===== src/rtl/mips_pkg.sv =====
// rtl/mips_pkg.sv - shared types and constants for the MIPS ID-stage branch resolver
package mips_pkg;

    typedef enum logic [1:0] {
        IDLE = 2'd0,
        WAIT = 2'd1,
        RES  = 2'd2
    } br_state_t;

    localparam logic       FWD_REGFILE = 1'b0;
    localparam logic       FWD_EXMEM   = 1'b1;
    localparam logic [4:0] REG_ZERO    = 5'd0;

endpackage


===== src/rtl/mips_branch_resolver_if.sv =====
// rtl/mips_branch_resolver_if.sv - ID/EX/MEM inputs and branch control outputs of the resolver
interface mips_branch_resolver_if #(
    parameter int ADDR_W = 32,
    parameter int REG_W  = 5
);
    logic              id_valid;
    logic              id_is_beq;
    logic              id_is_bne;
    logic [REG_W-1:0]  id_rs;
    logic [REG_W-1:0]  id_rt;
    logic [ADDR_W-1:0] id_pc_plus4;
    logic [31:0]       id_imm;
    logic              cmp_eq;
    logic              ex_reg_write;
    logic              ex_mem_read;
    logic [REG_W-1:0]  ex_rd;
    logic              mem_reg_write;
    logic              mem_mem_read;
    logic [REG_W-1:0]  mem_rd;
    logic              stall;
    logic              fwd_a_sel;
    logic              fwd_b_sel;
    logic              pc_redirect_valid;
    logic [ADDR_W-1:0] pc_redirect_target;
    logic              flush_if_id;

    modport master (
        output id_valid, id_is_beq, id_is_bne, id_rs, id_rt, id_pc_plus4, id_imm, cmp_eq,
        output ex_reg_write, ex_mem_read, ex_rd, mem_reg_write, mem_mem_read, mem_rd,
        input  stall, fwd_a_sel, fwd_b_sel, pc_redirect_valid, pc_redirect_target, flush_if_id
    );

    modport slave (
        input  id_valid, id_is_beq, id_is_bne, id_rs, id_rt, id_pc_plus4, id_imm, cmp_eq,
        input  ex_reg_write, ex_mem_read, ex_rd, mem_reg_write, mem_mem_read, mem_rd,
        output stall, fwd_a_sel, fwd_b_sel, pc_redirect_valid, pc_redirect_target, flush_if_id
    );

endinterface


===== src/rtl/mips_branch_hazard_detect.sv =====
// rtl/mips_branch_hazard_detect.sv - stall-cycle need and comparator forwarding selects for a branch
module mips_branch_hazard_detect
    import mips_pkg::*;
#(
    parameter int REG_W = 5
) (
    input  logic [REG_W-1:0] i_rs,
    input  logic [REG_W-1:0] i_rt,
    input  logic             i_ex_reg_write,
    input  logic             i_ex_mem_read,
    input  logic [REG_W-1:0] i_ex_rd,
    input  logic             i_mem_reg_write,
    input  logic             i_mem_mem_read,
    input  logic [REG_W-1:0] i_mem_rd,
    output logic [1:0]       o_need,
    output logic             o_fwd_a_sel,
    output logic             o_fwd_b_sel
);
    logic w_ex_hit;
    logic w_mem_hit;
    logic w_mem_alu;

    assign w_ex_hit  = (i_ex_rd != REG_W'(REG_ZERO)) && ((i_ex_rd == i_rs) || (i_ex_rd == i_rt));
    assign w_mem_hit = (i_mem_rd != REG_W'(REG_ZERO)) && ((i_mem_rd == i_rs) || (i_mem_rd == i_rt));

    // A load in EX needs two cycles to reach the comparator; EX wins over MEM.
    always_comb begin
        o_need = 2'd0;
        if (i_ex_mem_read && w_ex_hit) begin
            o_need = 2'd2;
        end else if ((i_ex_reg_write && w_ex_hit) || (i_mem_mem_read && w_mem_hit)) begin
            o_need = 2'd1;
        end
    end

    assign w_mem_alu   = i_mem_reg_write && !i_mem_mem_read && (i_mem_rd != REG_W'(REG_ZERO));
    assign o_fwd_a_sel = (w_mem_alu && (i_mem_rd == i_rs)) ? FWD_EXMEM : FWD_REGFILE;
    assign o_fwd_b_sel = (w_mem_alu && (i_mem_rd == i_rt)) ? FWD_EXMEM : FWD_REGFILE;

endmodule


===== src/rtl/mips_branch_resolver.sv =====
// rtl/mips_branch_resolver.sv - ID-stage BEQ/BNE stall, forward and redirect control; BRANCH_STATS_EN adds counters
module mips_branch_resolver
    import mips_pkg::*;
#(
    parameter int ADDR_W = 32,
    parameter int REG_W  = 5
) (
    input  logic                  clk,
    input  logic                  reset,
`ifdef BRANCH_STATS_EN
    output logic [15:0]           br_taken_cnt,
    output logic [15:0]           br_stall_cnt,
`endif
    mips_branch_resolver_if.slave bus
);
    br_state_t   r_state;
    br_state_t   w_next;
    logic        w_br;
    logic        w_stall;
    logic        w_resolve;
    logic        w_taken;
    logic [1:0]  w_need;
    logic        w_fwd_a;
    logic        w_fwd_b;
    logic [31:0] w_offset;

    mips_branch_hazard_detect #(.REG_W(REG_W)) u_hazard (
        .i_rs            (bus.id_rs),
        .i_rt            (bus.id_rt),
        .i_ex_reg_write  (bus.ex_reg_write),
        .i_ex_mem_read   (bus.ex_mem_read),
        .i_ex_rd         (bus.ex_rd),
        .i_mem_reg_write (bus.mem_reg_write),
        .i_mem_mem_read  (bus.mem_mem_read),
        .i_mem_rd        (bus.mem_rd),
        .o_need          (w_need),
        .o_fwd_a_sel     (w_fwd_a),
        .o_fwd_b_sel     (w_fwd_b)
    );

    assign w_br = bus.id_valid && (bus.id_is_beq || bus.id_is_bne);

    always_ff @(posedge clk) begin
        if (reset) begin
            r_state <= IDLE;
        end else begin
            r_state <= w_next;
        end
    end

    // Losing the branch while waiting abandons it without a resolve.
    always_comb begin
        w_next    = r_state;
        w_stall   = 1'b0;
        w_resolve = 1'b0;
        case (r_state)
            IDLE: begin
                if (w_br) begin
                    if (w_need == 2'd2) begin
                        w_stall = 1'b1;
                        w_next  = WAIT;
                    end else if (w_need == 2'd1) begin
                        w_stall = 1'b1;
                        w_next  = RES;
                    end else begin
                        w_resolve = 1'b1;
                    end
                end
            end
            WAIT: begin
                if (w_br) begin
                    w_stall = 1'b1;
                    w_next  = RES;
                end else begin
                    w_next = IDLE;
                end
            end
            RES: begin
                w_resolve = w_br;
                w_next    = IDLE;
            end
            default: w_next = IDLE;
        endcase
    end

    // BEQ takes precedence when both opcode flags are set.
    assign w_taken  = bus.id_is_beq ? bus.cmp_eq : !bus.cmp_eq;
    assign w_offset = bus.id_imm << 2;

    assign bus.stall              = w_stall;
    assign bus.pc_redirect_valid  = w_resolve && w_taken;
    assign bus.flush_if_id        = w_resolve && w_taken;
    assign bus.fwd_a_sel          = w_resolve ? w_fwd_a : FWD_REGFILE;
    assign bus.fwd_b_sel          = w_resolve ? w_fwd_b : FWD_REGFILE;
    assign bus.pc_redirect_target = w_br ? (bus.id_pc_plus4 + w_offset[ADDR_W-1:0]) : '0;

`ifdef BRANCH_STATS_EN
    logic [15:0] r_taken_cnt;
    logic [15:0] r_stall_cnt;

    always_ff @(posedge clk) begin
        if (reset) begin
            r_taken_cnt <= '0;
            r_stall_cnt <= '0;
        end else begin
            if (w_resolve && w_taken && (r_taken_cnt != 16'hFFFF)) begin
                r_taken_cnt <= r_taken_cnt + 16'd1;
            end
            if (w_stall && (r_stall_cnt != 16'hFFFF)) begin
                r_stall_cnt <= r_stall_cnt + 16'd1;
            end
        end
    end

    assign br_taken_cnt = r_taken_cnt;
    assign br_stall_cnt = r_stall_cnt;
`endif

endmodule

===== src/flat_wrapper.sv =====
// flat-port wrapper written by rule: the top's interface ports become plain ports
module mips_branch_resolver_flat import mips_pkg::*;
#(
    parameter int ADDR_W = 32,
    parameter int REG_W  = 5
)
  (clk, reset, bus_id_valid, bus_id_is_beq, bus_id_is_bne, bus_id_rs, bus_id_rt, bus_id_pc_plus4, bus_id_imm, bus_cmp_eq, bus_ex_reg_write, bus_ex_mem_read, bus_ex_rd, bus_mem_reg_write, bus_mem_mem_read, bus_mem_rd, bus_stall, bus_fwd_a_sel, bus_fwd_b_sel, bus_pc_redirect_valid, bus_pc_redirect_target, bus_flush_if_id);
  mips_branch_resolver_if #(.ADDR_W(ADDR_W), .REG_W(REG_W)) bus_i ();
  input  logic clk;
  input  logic reset;
  input wire logic [$bits(bus_i.id_valid)-1:0] bus_id_valid;
  input wire logic [$bits(bus_i.id_is_beq)-1:0] bus_id_is_beq;
  input wire logic [$bits(bus_i.id_is_bne)-1:0] bus_id_is_bne;
  input wire logic [$bits(bus_i.id_rs)-1:0] bus_id_rs;
  input wire logic [$bits(bus_i.id_rt)-1:0] bus_id_rt;
  input wire logic [$bits(bus_i.id_pc_plus4)-1:0] bus_id_pc_plus4;
  input wire logic [$bits(bus_i.id_imm)-1:0] bus_id_imm;
  input wire logic [$bits(bus_i.cmp_eq)-1:0] bus_cmp_eq;
  input wire logic [$bits(bus_i.ex_reg_write)-1:0] bus_ex_reg_write;
  input wire logic [$bits(bus_i.ex_mem_read)-1:0] bus_ex_mem_read;
  input wire logic [$bits(bus_i.ex_rd)-1:0] bus_ex_rd;
  input wire logic [$bits(bus_i.mem_reg_write)-1:0] bus_mem_reg_write;
  input wire logic [$bits(bus_i.mem_mem_read)-1:0] bus_mem_mem_read;
  input wire logic [$bits(bus_i.mem_rd)-1:0] bus_mem_rd;
  output wire logic [$bits(bus_i.stall)-1:0] bus_stall;
  output wire logic [$bits(bus_i.fwd_a_sel)-1:0] bus_fwd_a_sel;
  output wire logic [$bits(bus_i.fwd_b_sel)-1:0] bus_fwd_b_sel;
  output wire logic [$bits(bus_i.pc_redirect_valid)-1:0] bus_pc_redirect_valid;
  output wire logic [$bits(bus_i.pc_redirect_target)-1:0] bus_pc_redirect_target;
  output wire logic [$bits(bus_i.flush_if_id)-1:0] bus_flush_if_id;
  assign bus_i.id_valid = bus_id_valid;
  assign bus_i.id_is_beq = bus_id_is_beq;
  assign bus_i.id_is_bne = bus_id_is_bne;
  assign bus_i.id_rs = bus_id_rs;
  assign bus_i.id_rt = bus_id_rt;
  assign bus_i.id_pc_plus4 = bus_id_pc_plus4;
  assign bus_i.id_imm = bus_id_imm;
  assign bus_i.cmp_eq = bus_cmp_eq;
  assign bus_i.ex_reg_write = bus_ex_reg_write;
  assign bus_i.ex_mem_read = bus_ex_mem_read;
  assign bus_i.ex_rd = bus_ex_rd;
  assign bus_i.mem_reg_write = bus_mem_reg_write;
  assign bus_i.mem_mem_read = bus_mem_mem_read;
  assign bus_i.mem_rd = bus_mem_rd;
  assign bus_stall = bus_i.stall;
  assign bus_fwd_a_sel = bus_i.fwd_a_sel;
  assign bus_fwd_b_sel = bus_i.fwd_b_sel;
  assign bus_pc_redirect_valid = bus_i.pc_redirect_valid;
  assign bus_pc_redirect_target = bus_i.pc_redirect_target;
  assign bus_flush_if_id = bus_i.flush_if_id;
  mips_branch_resolver #(.ADDR_W(ADDR_W), .REG_W(REG_W)) u_core (.clk(clk), .reset(reset), .bus(bus_i));
endmodule

===== config.mk =====
export PLATFORM = sky130hd
export DESIGN_NAME = mips_branch_resolver_flat
export DESIGN_NICKNAME = d
export VERILOG_FILES = /design/src/rtl/mips_pkg.sv /design/src/rtl/mips_branch_resolver_if.sv /design/src/rtl/mips_branch_hazard_detect.sv /design/src/rtl/mips_branch_resolver.sv /design/src/flat_wrapper.sv
export SDC_FILE = /design/constraint.sdc
export NUM_CORES = 1
export LEC_CHECK = 0
export BUFFER_PORTS_ARGS = -buffer_cell sky130_fd_sc_hd__buf_2
export CORE_ASPECT_RATIO = 0.6
export CORE_MARGIN = 1
export CORE_UTILIZATION = 41
export CTS_CLUSTER_SIZE = 20
export DETAILED_ROUTE_END_ITERATION = 10
export HOLD_SLACK_MARGIN = 0.12
export PLACE_DENSITY = 0.8
export SLEW_MARGIN = 20
export SYNTH_ARGS = -nofsm -noshare
export SYNTH_HDL_FRONTEND = slang
export SYNTH_SLANG_ARGS = --single-unit

===== constraint.sdc =====
create_clock -name clk -period 2.1 [get_ports clk]
set_input_delay 0.21 -clock clk [delete_from_list [all_inputs] [get_ports clk]]
set_output_delay 0.21 -clock clk [all_outputs]
set_load 0.05 [all_outputs]

==> key figures, run 1 <==
Run status
  – Outcome: aborted with a tool error
  – Stop stage: global routing (5_1_grt)
  – Error msg: [ERROR GRT-0232] Routing congestion too high. Check the congestion heatmap in the GUI.

Timing
  – GRT worst endpoint: bus_pc_redirect_target[30]
  – Worst_ep kind: top-level output

Logic synthesis
  – Synth top cells by count: nor2_1, a21oi_1, ha_1
  – Primary FF master, synth: dfxtp_1
  – #FFs+latches synth: 2
  – Warnings, synthesis: 0
  – Largest cells by area after synthesis: ha_1, xor2_1, a21oi_1
  – Unique masters post-synth: 50
  – Synth top area share: 0.1666
  – Post-synth EDFFs: 0
  – Mean Syn Cell Area: 6.703 um2
  – Syn Inst Count: around 330
  – FFs w/ async S/R, synth: 0
  – Synth area leader: ha_1
  – Syn Nets: 449
  – Register area share after synthesis: 0.01838
  – Most numerous cell in the Yosys netlist: nor2_1
  – Netlist Area Pre-Place: 2178 um2

Floorplanning
  – Num rows: 20
  – # IOs: 131
  – Chip height: 58.46 um
  – Initial Util: 0.4288
  – Die Wd: ~96 um

Global route
  – GRT overflow: 5
  – Largest net degree at the start of global routing: 22
  – Overall Global Routing Usage: 0.6980

Place
  – Port bufs: ~130
  – Pre-CTS setup slack: -0.4786 ns
  – Post-DP HPWL: 7500 um
  – GP Congestion: between 0.9 and 1

Clocking
  – Num CTS Buffers: 3
  – H-tree levels: 1
  – Clk buf depth: 2
  – CTS sink count: 2
  – Root Buffer: clkbuf_8
==> layer usage <==
metal	track usage	GRT overflow
met3	0.5090	0
met5	0.1759	0
met1	0.6994	0
met2	0.9179	2
met4	0.6631	3
==> kinds of logic after synthesis <==
kind of cell	after synthesis	synth area share
flops	2	0.01838
mux	4	0.01838
buf+inv	23	0.04710
fa+ha+maj	30	0.1758
simple gates	130	0.2843
xor+xnor	38	0.1528
compound gates	98	0.3033
==> metrics by stage <==
| stage | hold WS [ns] | instance area (um2) | utilization | cells | TNS (ns) |
|---|---|---|---|---|---|
| floorplan | 0.3802 | 2680 | - | 325 | -1.256 |
| global placement | 0.4735 | 3973 | 0.7820 | 592 | -5.858 |
| detailed placement | 0.4980 | 3973 | 0.7820 | 592 | -6.542 |
| CTS | 0.2823 | 4518 | 0.8894 | 602 | -4.006 |
==> timing repair <==
action	CTS
endpoints found under the hold margin	0
resized for setup	92
hold buffers	0
pin swaps	35
setup buffers	9
endpoints found under the setup margin	25
==> run 2: changes to the inputs <==
- CORE_ASPECT_RATIO: 0.6 -> unset
- CORE_UTILIZATION: 41 -> 35
- CTS_CLUSTER_SIZE: 20 -> unset
- HOLD_SLACK_MARGIN: 0.12 -> unset
- PLACE_DENSITY: 0.8 -> unset
- PLACE_DENSITY_LB_ADDON: unset -> 0.15
- clock period: 2.1 -> 2.7 ns (I/O delays scaled with it)
==> run 2 against run 1 <==
  * The run now ends clean
  * Area after synthesis is the same
  * Synthesized cell count is the same
==> key figures, run 2 <==
Timing
  – Final Skew: 0.004454 ns
  – Min Tclk post-route: around 2.7 ns
  – Final hold vios: 0
  – RSZ-0062 raised after global routing: yes
  – Slew HR: 0.6722
  – Setup violations, final: 0
  – Max Clock Freq: 373.9 MHz
  – Slew @ Worst Pin: 0.4917 ns
  – Max-slew violation count: 0
  – Tcrit/Tclk final: 0.9904
  – Setup WS post-layout: 0.02580 ns

Logic synthesis
  – #FFs+latches synth: 2
  – Synth area leader: ha_1
  – Unique masters post-synth: 50
  – Largest cells by area after synthesis: ha_1, xor2_1, a21oi_1
  – Syn Nets: between 400 and 500
  – Warnings, synthesis: 0
  – Synth top area share: 0.1666
  – FFs w/ async S/R, synth: 0
  – Synth top cells by count: nor2_1, a21oi_1, ha_1
  – Primary FF master, synth: dfxtp_1
  – Syn Inst Count: 325
  – Mean Syn Cell Area: 6.703 um2
  – Register area share after synthesis: 0.01838
  – Netlist Area Pre-Place: 2178 um2
  – Post-synth EDFFs: 0
  – Most numerous cell in the Yosys netlist: nor2_1

Place
  – Pre-CTS setup slack: -0.2394 ns
  – Post-DP HPWL: 5901 um
  – Dpl cell area: 3163 um2
  – Cells after DPL: 547
  – GP Congestion: 0.8363
  – Port bufs: 128

Route
  – Initial drt markers: 84
  – Final WL: 7192 um
  – Average wire per standard cell: ~13 um
  – DR DRC count: 0
  – DR vias/cell: approximately 5.2
  – Vias: roughly 2900
  – Final ANT Viol Nets: 0
  – DR pass1 iterations: 5

Global route
  – First-pass GRT wire length: 11130 um
  – GRT overflow: 0
  – Initial antenna violation count: 0
  – Vias in the first global route: 2566
  – Overall Global Routing Usage: 0.2106
  – Largest net degree at the start of global routing: 29

Floorplanning
  – Die Wd: 80.89 um
  – Die ar.: 6543 um2
  – Core box area: 5956 um2
  – # IOs: 131
  – Num rows: 28
  – Chip height: between 80 and 90 um
  – Initial Util: 0.3658

Clocking
  – H-tree levels: 1
  – Root Buffer: clkbuf_8
  – Worst skew pair latency: roughly 0.21 ns
  – Num CTS Buffers: 3
  – Clock slew at reported path FFs: 0.03 ns
  – TritonCTS clock tree: yes
  – Hold-fix buffers at CTS: 0
  – Clk buf depth: 2
  – CTS sink count: 2

Cells and area
  – Final cell area excluding filler cells: 3435 um2
  – Largest regs: u_core.r_state: 2 flops
  – Share of cells above drive strength 1: 0.4382
  – Post-Layout Cell Count: 552
  – Most flops, register: u_core.r_state
  – # nets final: 603
  – Diodes inserted: 0
  – Leading cell types in the layout, fill and taps excluded: buf_2, buf_4, nor2_1
  – Most common cell after layout, fill and taps aside: buf_2
  – Number of flip-flops in the largest register: 2
  – P&R area growth vs syn: 57.67%

Min path
  – Hold crit path type: primary input to flop

Critical path
  – Max Fanout on Critical Path: 4
  – Crit. End Element: output pin
  – CP Data Arrival Time: between 2 and 2.5 ns
  – Crit start category: primary input
  – Critical path class: primary input to output pin
  – CP required: 2.43 ns

Run status
  – Outcome: complete, no violations

Power and ir drop
  – PwrDens: 313.5 nW/um2
  – Worst VDD drop: 0.1380 mV
  – Lkg Pwr: 1.656 nW

Job
  – MaxCap Viol Count: 0
-- run 2: cell families after synthesis --
family                   count (synthesis)  synth area share
multiplexers                             4           0.01838
AO/OA/AOI/OAI                           98            0.3033
AND/OR/NAND/NOR                        130            0.2843
adder cells (fa/ha/maj)                 30            0.1758
XOR/XNOR                                38            0.1528
flip-flops                               2           0.01838
buffers and inverters                   23           0.04710
-- run 2: repair_timing --
item                       in CTS  in global routing
setup buffers                   0                  2
setup endpoints to repair       8                 16
gates resized for setup        15                 38
gates cloned                    0                  0
pin swaps                       1                 14
-- run 2: layout make-up --
class | instances | area [um2]
clock buffers | 3 | 41.29
inverters | 10 | 37.54
multi-input cells | 300 | 2256
fillers | 612 | 2521
well taps | 75 | 93.84
repair buffers | 162 | 965.9
flip-flops and latches | 2 | 40.04
-- run 2: worst max-delay path: stages --
cell and delay, ns:
buf_6 0.08, ha_4 0.13, inv_2 0.04, fa_2 0.35
nor2b_2 0.17, o2111ai_2 0.17, a21oi_2 0.23, o21ai_2 0.13
buf_6 0.15, a21oi_1 0.18, nor3_1 0.09, nor3_2 0.20
buf_4 0.23
-- run 2: worst paths after layout --
path,cells after the start,start,to,slack [ns]
min reg2reg,1,u_core.r_state[0],u_core.r_state[1],0.49
max reg2reg,2,u_core.r_state[1],u_core.r_state[0],1.86
min,3,reset,u_core.r_state[1],0.32
max,13,bus_id_pc_plus4[2],bus_pc_redirect_target[24],0.03
-- run 2: per-stage QoR --
stage	power [mW]	util	hold slack (ns)	TNS, ns
6_report	1.077	0.5767	0.3246	0
5_1_grt	1.158	0.5767	0.3388	-0.2868
4_1_cts	1.034	0.5464	0.3262	-0.01818
3_5_place_dp	0.8942	0.5311	0.4879	-1.215
3_3_place_gp	0.8890	0.5311	0.4814	-1.082
2_1_floorplan	0.6357	-	0.4402	-0.06526
-- run 2: per-layer routing --
layer	GRT usage	routed length, um
met1	0.2655	3144
met2	0.3916	3664
met3	0.01348	313
met4	0.03750	71
met5	0	0
-- run 2: report_power, final --
part	switching, mW	internal [mW]
logic	0.559	0.369
registers	0.000330	0.0302
clock network	0.0237	0.0943
(Power assumes the default switching activity.)
